## src/rtl/instr_fetch.sv

```systemverilog
// instr_fetch: fetch PC sequencer feeding a 2-entry (instruction, PC) queue.
// Optional feature macro: IFETCH_MISALIGN_TRAP_EN. When defined, a redirect
// to a non-word-aligned target halts fetch and raises fetch_misaligned until
// an aligned redirect arrives. When undefined, redirect targets are
// word-aligned by clearing bits [1:0], and there is no HALT state.
`timescale 1ns/1ps
module instr_fetch #(
  parameter logic [31:0] RESET_PC = 32'h0000_0000
) (
  input  logic        clk,
  input  logic        reset,
  output logic        imem_req,
  output logic [31:0] imem_addr,
  input  logic [31:0] imem_rdata,
  input  logic        redirect_valid,
  input  logic [31:0] redirect_pc,
  output logic [31:0] instruction_code,
  output logic [31:0] instr_pc,
  output logic        instr_valid,
  input  logic        instr_ready
`ifdef IFETCH_MISALIGN_TRAP_EN
  ,
  output logic        fetch_misaligned
`endif
);

`ifdef IFETCH_MISALIGN_TRAP_EN
  typedef enum logic [1:0] {BOOT = 2'd0, RUN = 2'd1, HALT = 2'd2} state_e;
`else
  typedef enum logic {BOOT = 1'b0, RUN = 1'b1} state_e;
`endif

  state_e      state_q;
  logic [31:0] pc_q, pc_d;
  logic        inflight_q;
  logic [31:0] inflight_pc_q;
  logic [31:0] q_instr_q [2];
  logic [31:0] q_pc_q    [2];
  logic        wr_ptr_q, rd_ptr_q;
  logic [1:0]  count_q, count_d;
  logic        push, pop;
  logic [1:0]  occ_after_pop;
  logic [31:0] redirect_tgt;

`ifdef IFETCH_MISALIGN_TRAP_EN
  logic        misalign_q;
  logic        redirect_misaligned;
  assign redirect_misaligned = |redirect_pc[1:0];
  assign redirect_tgt        = redirect_pc;
  assign fetch_misaligned    = misalign_q;
`else
  assign redirect_tgt = redirect_pc & 32'hFFFF_FFFC;
`endif

  assign instr_valid = (count_q != 2'd0);
  assign pop         = instr_valid & instr_ready;
  // A redirect discards whatever response lands in the same cycle.
  assign push        = inflight_q & ~redirect_valid;
  // Counting the same-cycle pop lets a steady stream sustain one fetch per cycle
  // while still guaranteeing the queue can absorb every outstanding response.
  assign occ_after_pop = count_q - {1'b0, pop} + {1'b0, inflight_q};
  assign imem_req    = (state_q == RUN) && !redirect_valid && (occ_after_pop < 2'd2);
  assign imem_addr   = pc_q;

  // Empty queue presents zeros so nothing stale leaks to decode.
  assign instruction_code = instr_valid ? q_instr_q[rd_ptr_q] : 32'h0;
  assign instr_pc         = instr_valid ? q_pc_q[rd_ptr_q]    : 32'h0;

  // Next fetch PC: redirect wins, otherwise advance (wrapping) on each request.
  always_comb begin
    pc_d = pc_q;
    if (redirect_valid)
      pc_d = redirect_tgt;
    else if (imem_req)
      pc_d = pc_q + 32'd4;
  end

  // Next queue occupancy: flushed on redirect, else push/pop bookkeeping.
  always_comb begin
    count_d = count_q;
    if (redirect_valid)
      count_d = 2'd0;
    else
      count_d = count_q + {1'b0, push} - {1'b0, pop};
  end

  // Fetch sequencer: state, PC and the single outstanding request tag.
  always_ff @(posedge clk or posedge reset) begin
    if (reset) begin
      state_q       <= BOOT;
      pc_q          <= RESET_PC;
      inflight_q    <= 1'b0;
      inflight_pc_q <= 32'h0;
`ifdef IFETCH_MISALIGN_TRAP_EN
      misalign_q    <= 1'b0;
`endif
    end else begin
      pc_q       <= pc_d;
      inflight_q <= imem_req;
      if (imem_req)
        inflight_pc_q <= pc_q;
      case (state_q)
        BOOT:    state_q <= RUN;
        default: ;
      endcase
      if (redirect_valid) begin
`ifdef IFETCH_MISALIGN_TRAP_EN
        if (redirect_misaligned) begin
          state_q    <= HALT;
          misalign_q <= 1'b1;
        end else begin
          state_q    <= RUN;
          misalign_q <= 1'b0;
        end
`else
        state_q <= RUN;
`endif
      end
    end
  end

  // Two-entry response queue in program order; pointers wrap modulo 2.
  always_ff @(posedge clk or posedge reset) begin
    if (reset) begin
      wr_ptr_q <= 1'b0;
      rd_ptr_q <= 1'b0;
      count_q  <= 2'd0;
      for (int i = 0; i < 2; i++) begin
        q_instr_q[i] <= 32'h0;
        q_pc_q[i]    <= 32'h0;
      end
    end else begin
      count_q <= count_d;
      if (redirect_valid) begin
        wr_ptr_q <= 1'b0;
        rd_ptr_q <= 1'b0;
      end else begin
        if (push) begin
          q_instr_q[wr_ptr_q] <= imem_rdata;
          q_pc_q[wr_ptr_q]    <= inflight_pc_q;
          wr_ptr_q            <= ~wr_ptr_q;
        end
        if (pop)
          rd_ptr_q <= ~rd_ptr_q;
      end
    end
  end

endmodule

```

## config.mk

```make
export PLATFORM = sky130hd
export DESIGN_NAME = instr_fetch
export DESIGN_NICKNAME = d
export VERILOG_FILES = /design/src/rtl/instr_fetch.sv
export SDC_FILE = /design/constraint.sdc
export NUM_CORES = 1
export LEC_CHECK = 0
export BUFFER_PORTS_ARGS = -buffer_cell sky130_fd_sc_hd__buf_2
export CORE_ASPECT_RATIO = 1.4
export CORE_MARGIN = 2
export CORE_UTILIZATION = 61
export DETAILED_ROUTE_END_ITERATION = 10
export PLACE_DENSITY_LB_ADDON = 0.3
export SETUP_SLACK_MARGIN = 0.15
export SLEW_MARGIN = 15
export SYNTH_ARGS = -nofsm -noshare
export SYNTH_HDL_FRONTEND = slang
export SYNTH_SLANG_ARGS = --single-unit
```

## constraint.sdc

```tcl
create_clock -name clk -period 12.9 [get_ports clk]
set_clock_uncertainty 0.2 [all_clocks]
set_input_delay 0 -clock clk [delete_from_list [all_inputs] [get_ports clk]]
set_output_delay 0 -clock clk [all_outputs]
set_load 0.01 [all_outputs]
```

# --- Word level (Yosys, flattened, before mapping) ---
# Index checks and enable logic that the tools add are counted.
op_classes:
  multipliers: 0
  magnitude_cmp: 4
  n_addsub: 5
  n_reduce_logical: 9
  div_mod_pow: 0
  bitwise_logic: 7
  shift: 0
  muxes: 19
  eq_ne: 0
op_table:
  columns: ["op", "n"]
  rows:
  - ["32-bit 2-to-1 mux", 11]
  - ["64-bit bitwise mux", 2]
  - ["32-bit by 3-bit adder with 32-bit output (second input constant)", 1]
  - ["32-bit demux with 1-bit select", 1]
  - ["2-bit nonzero test", 4]
  - ["2-bit by 1-bit adder with 2-bit output", 2]
  - ["2-bit greater-or-equal comparator (second input constant)", 2]
  - ["1-bit 2-to-1 mux", 4]
  - ["1-bit inverter with 2-bit output", 2]
  - ["2-bit by 1-bit subtractor with 2-bit output", 2]
  - ["1-bit logical AND", 3]
  - ["1-bit inverter", 3]
  - ["1-bit bitwise AND", 2]
  - ["2-bit by 1-bit less-than comparator with 1-bit output (second input constant)", 1]
  - ["2-bit less-than comparator (second input constant)", 1]
  - ["2-bit 2-to-1 mux", 1]
  - ["2-bit AND reduction", 1]
  - ["1-bit zero test", 1]
word_totals:
  register_bits: 198
  ramBits: 0
  elab_cells: 55
  romBits: 0
  latchBits: 0
  inputBits: 68
  output_inout_bits: 98
  n_memories: 0

# --- Logic depth before layout (Yosys ltp) ---
# Gate-level depths: netlist of the first run.
logic_depth:
  ltp_word: 8
  ltp_mapped: 10
  depth_no_buf: 8

# --- Worst setup path before layout of the first run ---
# No wires, ideal clock.
synth_path:
  path_kind: "reg-to-reg"
  from: "register count_q[1]"
  to: "register inflight_pc_q[2]"
  required_time_ps: 12572
  n_path_buf: 1
  arrival_time_ps: 2625
  slack_ps: 9947
  period_less_slack_ps: 2953
  setup_ps: 128
  path_stages_with_launch: 10
  cell_sequence: "dfrtp_1 nor2_1 inv_1 and2_1 ha_1 and2b_1 xor2_4 nor3_2 buf_6 mux2_1"
synth_via:
  elab_chain_len: 6
synth_rtl:
  columns: ["item", "line", "rtl"]
  rows:
  - ["start: declaration", "40", "logic [1:0] count_q, count_d;"]
  - ["start signal: assignment", "133", "count_q <= count_d;"]
  - ["2-bit nonzero test", "55", "assign instr_valid = (count_q != 2'd0);"]
  - ["net instr_valid", "19", "output logic instr_valid,"]
  - ["1-bit bitwise AND", "56", "assign pop = instr_valid & instr_ready;"]
  - ["2-bit by 1-bit subtractor with 2-bit output", "61", "assign occ_after_pop = count_q - {1'b0, pop} + {1'b0, inflight_q};"]
  - ["2-bit by 1-bit adder with 2-bit output", "61", null]
  - ["2-bit less-than comparator", "62", "assign imem_req = (state_q == RUN) && !redirect_valid && (occ_after_pop < 2'd2);"]
  - ["1-bit logical AND", "62", null]
  - ["net imem_req", "12", "output logic imem_req,"]
  - ["end signal: assignment", "101", "inflight_pc_q <= pc_q;"]
  - ["end: declaration", "36", "logic [31:0] inflight_pc_q;"]
# The timed path passes the listed nets, and every way through them passes these cells.
# A chain may end at the register's enable or synchronous reset.

# --- Worst setup path in the final report of the first run ---
layout_path:
  from: "register state_q"
  to: "output port imem_req"
layout_via:
  elab_chain_len: 2
layout_rtl:
  columns: ["item", "line", "rtl"]
  rows:
  - ["start: declaration", "33", "state_e state_q;"]
  - ["start signal: assignment", "90", "state_q <= BOOT;"]
  - ["start signal: assignment", "103", "BOOT: state_q <= RUN;"]
  - ["start signal: assignment", "116", "state_q <= RUN;"]
  - ["1-bit logical AND (2 in a row)", "62", null]
  - ["end: declaration", "12", null]
# Every way passes these cells.

==> results of run 1 <==
==> where the power goes <==
part | switching (W) | internal, W
logic | 0.000471 | 0.000451
clock network | 0.000227 | 0.000287
registers | 0.000204 | 0.000849
total | 0.000902 | 0.00159
==> state kept, by name (all words and copies together) (netlist names) <==
signal / count
q_instr_q: 64
q_pc_q: 60
imem_addr: 30
inflight_pc_q: 30
count_q: 2
inflight_q: 1
rd_ptr_q: 1
state_q: 1
wr_ptr_q: 1
==> cell usage after synthesis, types with 6 or more instances <==
library cell / n / area share [%]
nor3_1: 14 / 0.76
inv_1: 11 / 0.45
mux2_1: 29 / 3.5
nor2_1: 78 / 3.2
o31ai_1: 19 / 1.5
buf_1: 10 / 0.41
o2111ai_1: 15 / 1.4
nand2_1: 12 / 0.49
dfrtp_1: 190 / 51
buf_2: 11 / 0.60
a21oi_1: 6 / 0.32
nand3_1: 28 / 1.5
clkbuf_1: 29 / 1.2
a31oi_1: 7 / 0.47
nor2b_1: 20 / 1.4
mux2_2: 125 / 15
a22oi_1: 8 / 0.65
mux2i_1: 62 / 6.7
nand4_1: 14 / 0.95
==> worst max-delay path, cell delays in order (launching register included) <==
cell	delay, ps
dfrtp_1	740
clkinv_1	970
nor3_4	950
buf_4	440
buf_2	200
==> cells by family (layout without fill, tap and decap cells) <==
group	after synthesis	count (layout)	synth area share [%]
DFF	190	190	51.4
AOI/OAI and AO/OA	85	85	7.09
buffers and inverters	69	273	3.35
and+or+nand+nor	201	201	11.0
muxes	216	216	25.5
adders and majority gates	4	4	0.541
other	2	5	0.0812
xor gates and xnor gates	7	7	1.07
==> stage by stage <==
step / total power, W / instance area [sq um]
6_report: 0.00249 / 11300
3_3_place_gp: 0.00189 / 10100
3_5_place_dp: 0.00196 / 10100
5_1_grt: 0.00263 / 11300
4_1_cts: 0.00250 / 11300
2_1_floorplan: 0.00164 / 9260
==> layout by cell type (no fill, tap or decap), types with 5 or more instances in the layout <==
| cell type | instances |
|---|---|
| buf_2 | 159 |
| nand2_1 | 12 |
| o31ai_1 | 19 |
| and3_1 | 5 |
| a221oi_1 | 5 |
| buf_4 | 6 |
| mux2i_1 | 62 |
| mux2_1 | 29 |
| clkbuf_16 | 17 |
| o2111ai_1 | 15 |
| nor2_1 | 76 |
| nand4_1 | 14 |
| nor2b_1 | 20 |
| conb_1 | 5 |
| dfrtp_1 | 189 |
| a22oi_1 | 8 |
| a22o_1 | 5 |
| a31oi_1 | 7 |
| nor3_1 | 14 |
| mux2_2 | 125 |
| dlygate4sd3_1 | 64 |
| a21oi_1 | 6 |
| inv_1 | 10 |
| nand3_1 | 27 |
==> final cells by class <==
class	count	area [sq um]
fill	931	3580
inverter	12	52.6
clock buffer	19	433
tap	192	240
multi-input combinational	518	4230
timing repair buffer	230	1490
clock inverter	12	136
sequential	190	4760
==> worst paths after layout <==
| path | startpoint | to | slack [ps] | depth (start not counted) |
|---|---|---|---|---|
| max in group asynchronous | reset | rd_ptr_q | 11140 | 4 |
| min in group clk | redirect_valid | count_q[1] | 60 | 3 |
| hold reg to reg | q_instr_q[16] | q_instr_q[16] | 310 | 1 |
| setup reg to reg | state_q | inflight_pc_q[5] | 9100 | 4 |
| setup / recovery | state_q | imem_req | 8970 | 4 |
| hold / removal | reset | q_instr_q[22] | 40 | 3 |
==> routing by layer <==
layer  share of wire [%]  wire length (um)
met5                   0                 0
met4                 3.5               816
met3                 6.3              1460
met2                  53             12200
met1                  37              8540
==> impl_metrics.ini, run 1 <==
[critical_path]
cp-end-kind = output port
crit_fanout = 27
criticalPathCategory = reg -> out
cp_data_arrival_time_ps = 3730
worstSetupStartpointType = flop
cp.required_ps = 12700

[timing]
tightest_slew_ps = 1210
whs_ps = 36.5
relSlewSlack_pct = 19.3
fin_tns_setup_ps = 0
period_needed_ps = 3930
fin_ws_ps = 8970
setup_viol = 0
rsz0062_at_grt = false
drv_slew = 0
period_share_pct = 30.5
fmax_mhz = 254
finalHoldViolCount = 0

[floorplan]
die_h_um = 150
die_area_sq_um = 16200
die_w_um = 108
ios = 166
start_util_pct = 62.0
rows = 53
core_area_sq_um = 14900

[routing]
first_iter_violations = 545
dr.pass1.iters = 7
wl_per_cell_um = 19.6
drc = 0
route.antenna.remaining_nets = 0
wl_mm = 23.0
viasPerCell = 6.19
via_count = 7259

[layout]
finalNonFillerCells = 1173
post-route-util_pct = 76.0
area_growth_pct = 22.6
drive_above_1_share_pct = 33.7
num_antenna_cells = 0
final_nets = 1041

[clock_tree]
tritoncts = built
clk_latency_ps = 420
cts-resized-gates = 0
clockBufferDepth = 2
post-cts-setup-buffer-count = 0
clock_sinks = 190
cts_made_buffers = 17
clockRootBuffer = clkbuf_16
clkTransAtPathRegs_ps = 70
cts.hold.buffers_added = 64
htreeDepth = 4

[global_route]
antenna_found_initial = 0
grt_pass1_wl_mm = 36.0
gr-total-overflow = 0
met2_usage_pct = 51.5
gr-usage-met1_pct = 31.8
grt_use_met3_pct = 5.62
grt_pass1_vias = 7469
grtUsageTotal_pct = 28.5
grt_max_degree = 106
grt-busiest-layer = met2

[logic_synthesis]
synth_top_flop_cell = dfrtp_1
synthCells = 774
ys_ff_latch = 190
netlist-cell-type-count = 53
synth-edff-count = 0
synth_warnings = 0
syn-cell-area_sq_um = 9250
ys_seq_area_share_pct = 51.4
synthArstFlopShare_pct = 100
avgSynthCellArea_sq_um = 12.0

[worst_hold_path]
holdCritPathClass = in -> async

[placed_design]
hpwl_mm = 13.9
preCtsSetupSlack_ps = 9220
dp_cells = 1078
port_buffers = 159
gp_congestion = 0.833

[pwr]
leakage_nw = 4.93
ir_drop_mv = 0.109
power_density_nw_per_um2 = 219

[run_status]
status = finished clean

[run]
maxCapViolCount = 0
(Power assumes the default switching activity.)
==> run 2: changes to the inputs <==
--- a/config.mk
+++ b/config.mk
@@ -8,7 +8,7 @@
 export BUFFER_PORTS_ARGS = -buffer_cell sky130_fd_sc_hd__buf_2
 export CORE_ASPECT_RATIO = 1.4
 export CORE_MARGIN = 2
-export CORE_UTILIZATION = 61
+export CORE_UTILIZATION = 51
 export DETAILED_ROUTE_END_ITERATION = 10
 export PLACE_DENSITY_LB_ADDON = 0.3
 export SETUP_SLACK_MARGIN = 0.15
==> constraint.sdc (replaced) <==
create_clock -name clk -period 3.5 [get_ports clk]
set_clock_uncertainty 0.2 [all_clocks]
set_input_delay 0 -clock clk [delete_from_list [all_inputs] [get_ports clk]]
set_output_delay 0 -clock clk [all_outputs]
set_load 0.01 [all_outputs]
==> run 2 against run 1 <==
Against the previous run:
- flip-flop and latch count did not move
- final area rose by 2.4%
- worst hold slack improved by 12 ps
- sequential power rose to 3.6 times the previous value
- via count fell by 2.9%
- critical path type is now reg -> reg
==> impl_metrics.ini, run 2 (same netlist as run 1, synthesis figures left out) <==
[global_route]
antenna_found_initial = 0
grt_use_met3_pct = 3.91
grt_max_degree = 80
gr-total-overflow = 0
grt_pass1_vias = 7061
grtUsageTotal_pct = 23.8
met2_usage_pct = 41.1
gr-usage-met1_pct = 29.4
grt-busiest-layer = met2
grt_pass1_wl_mm = 36.2

[clock_tree]
htreeDepth = 4
clk_latency_ps = 430
cts_made_buffers = 17
tritoncts = built
clockBufferDepth = 2
clkTransAtPathRegs_ps = 70
post-cts-setup-buffer-count = 0
clockRootBuffer = clkbuf_16
clock_sinks = 190

[pwr]
sw_frac_of_total_pct = 35.8
pwr-share-seq_pct = 41.2
p_clk_share_pct = 20.6
internal_power_w = 0.00587
power.switching_w = 0.00328
leakage_nw = 5.04
combPwrFrac_pct = 38.2
power_density_nw_per_um2 = 787
ir_drop_mv = 0.350

[critical_path]
slowest_stage = dlygate4sd3_1
slowest_delay_ps = 560
cp-end-kind = flop
criticalPathCategory = reg -> reg
cp_cell_sequence = nor2_4 > inv_1 > and2_1 > ha_1 > and2b_1 > xor2_4 > buf_4 > or3_1 > a31oi_1 > dlygate4sd3_1
cp_data_arrival_time_ps = 3390
r2r_setup_slack_ps = 280
cp.required_ps = 3670
crit_fanout = 27
worstSetupStartpointType = flop

[worst_hold_path]
holdCritPathClass = in -> reg

[routing]
wl_per_cell_um = 18.0
drc = 0
via_count = 7051
route.antenna.remaining_nets = 0
viasPerCell = 5.69
wl_mm = 22.3
first_iter_violations = 415
dr.pass1.iters = 6

[placed_design]
hpwl_mm = 13.9
dp_cells = 1136
port_buffers = 159
gp_congestion = 0.858

[layout]
reg.largest.list = q_instr_q (64), q_pc_q (60)
layout_commonest_cell = dfrtp_1
finalNonFillerCells = 1240
mostFrequentLayoutCells = 189 x dfrtp_1, 159 x buf_2, 125 x mux2_2
num_antenna_cells = 0
drive_above_1_share_pct = 34.5
top_register = q_instr_q
area_growth_pct = 25.6
final_nets = 1059
largest_register_ff_count = 64

[timing]
relSlewSlack_pct = 31.6
setup_viol = 0
fin_tns_setup_ps = 0
rsz0062_at_grt = true
period_needed_ps = 3220
period_share_pct = 91.9
drv_slew = 0
finalHoldViolCount = 0
tightest_slew_ps = 1030
fmax_mhz = 311

[floorplan]
ios = 166
start_util_pct = 51.8
rows = 58
core_area_sq_um = 17900
die_area_sq_um = 19200
die_w_um = 118
die_h_um = 163

[run]
maxCapViolCount = 0

[run_status]
status = finished clean
run 2: power by group through the flow:
stage / clock (W) / combinational, W / sequential [W]
after floorplan: 0 / 0.00247 / 0.00357
after global placement: 0 / 0.00334 / 0.00376
after detailed placement: 0 / 0.00342 / 0.00381
after CTS: 0.00192 / 0.00351 / 0.00377
after global routing: 0.00202 / 0.00382 / 0.00391
final: 0.00188 / 0.00349 / 0.00377
run 2: worst max-delay path: cells and delay by family (launching register included):
kind | cells | cell delay, ps
XOR/XNOR | 1 | 130
adder cells (fa/ha/maj) | 1 | 270
buffers and inverters | 3 | 870
AO/OA/AOI/OAI | 1 | 160
flip-flops | 1 | 480
AND/OR/NAND/NOR | 4 | 1070
run 2: final timing paths:
check | from | endpoint | depth (start not counted)
hold reg to reg | inflight_pc_q[31] | inflight_pc_q[31] | 1
max in group asynchronous | reset | q_instr_q[1] | 4
setup / recovery | count_q[1] | imem_addr[4] | 10
hold / removal | redirect_valid | imem_addr[5] | 4
setup reg to reg | count_q[1] | imem_addr[4] | 10
min in group asynchronous | reset | q_instr_q[60] | 3
run 2: cell type report:
class	instances	area [sq um]
fill	1405	6230
multi-input combinational	518	4240
clock inverter	13	131
tap	240	300
timing repair buffer	248	1690
clock buffer	19	443
inverter	12	48.8
sequential	190	4760
run 2: what timing repair did:
action,4_1_cts,5_1_grt
hold buffers,72,0
resized for setup,0,1
setup endpoints to repair,0,1
endpoints found under the hold margin,127,0
run 2: routing by layer:
metal	vias to the layer above	routed length, um
met5	-	0
met4	0	660
met3	36	941
met2	228	11700
met1	3545	8990
li1	3242	-
run 2: metrics by stage:
step | hold WS [ps] | setup WS, ps | area [sq um] | total power (W) | util (%)
finish | 48.8 | 283 | 11600 | 0.00914 | 65.1
global route | 116 | 138 | 11600 | 0.00975 | 65.1
CTS | 42.9 | 274 | 11600 | 0.00920 | 65.0
detailed placement | -4.87 | 647 | 10300 | 0.00723 | 57.8
global placement | -13.0 | 646 | 10300 | 0.00710 | 57.8
floorplan | -80.1 | 547 | 9270 | 0.00605 | -
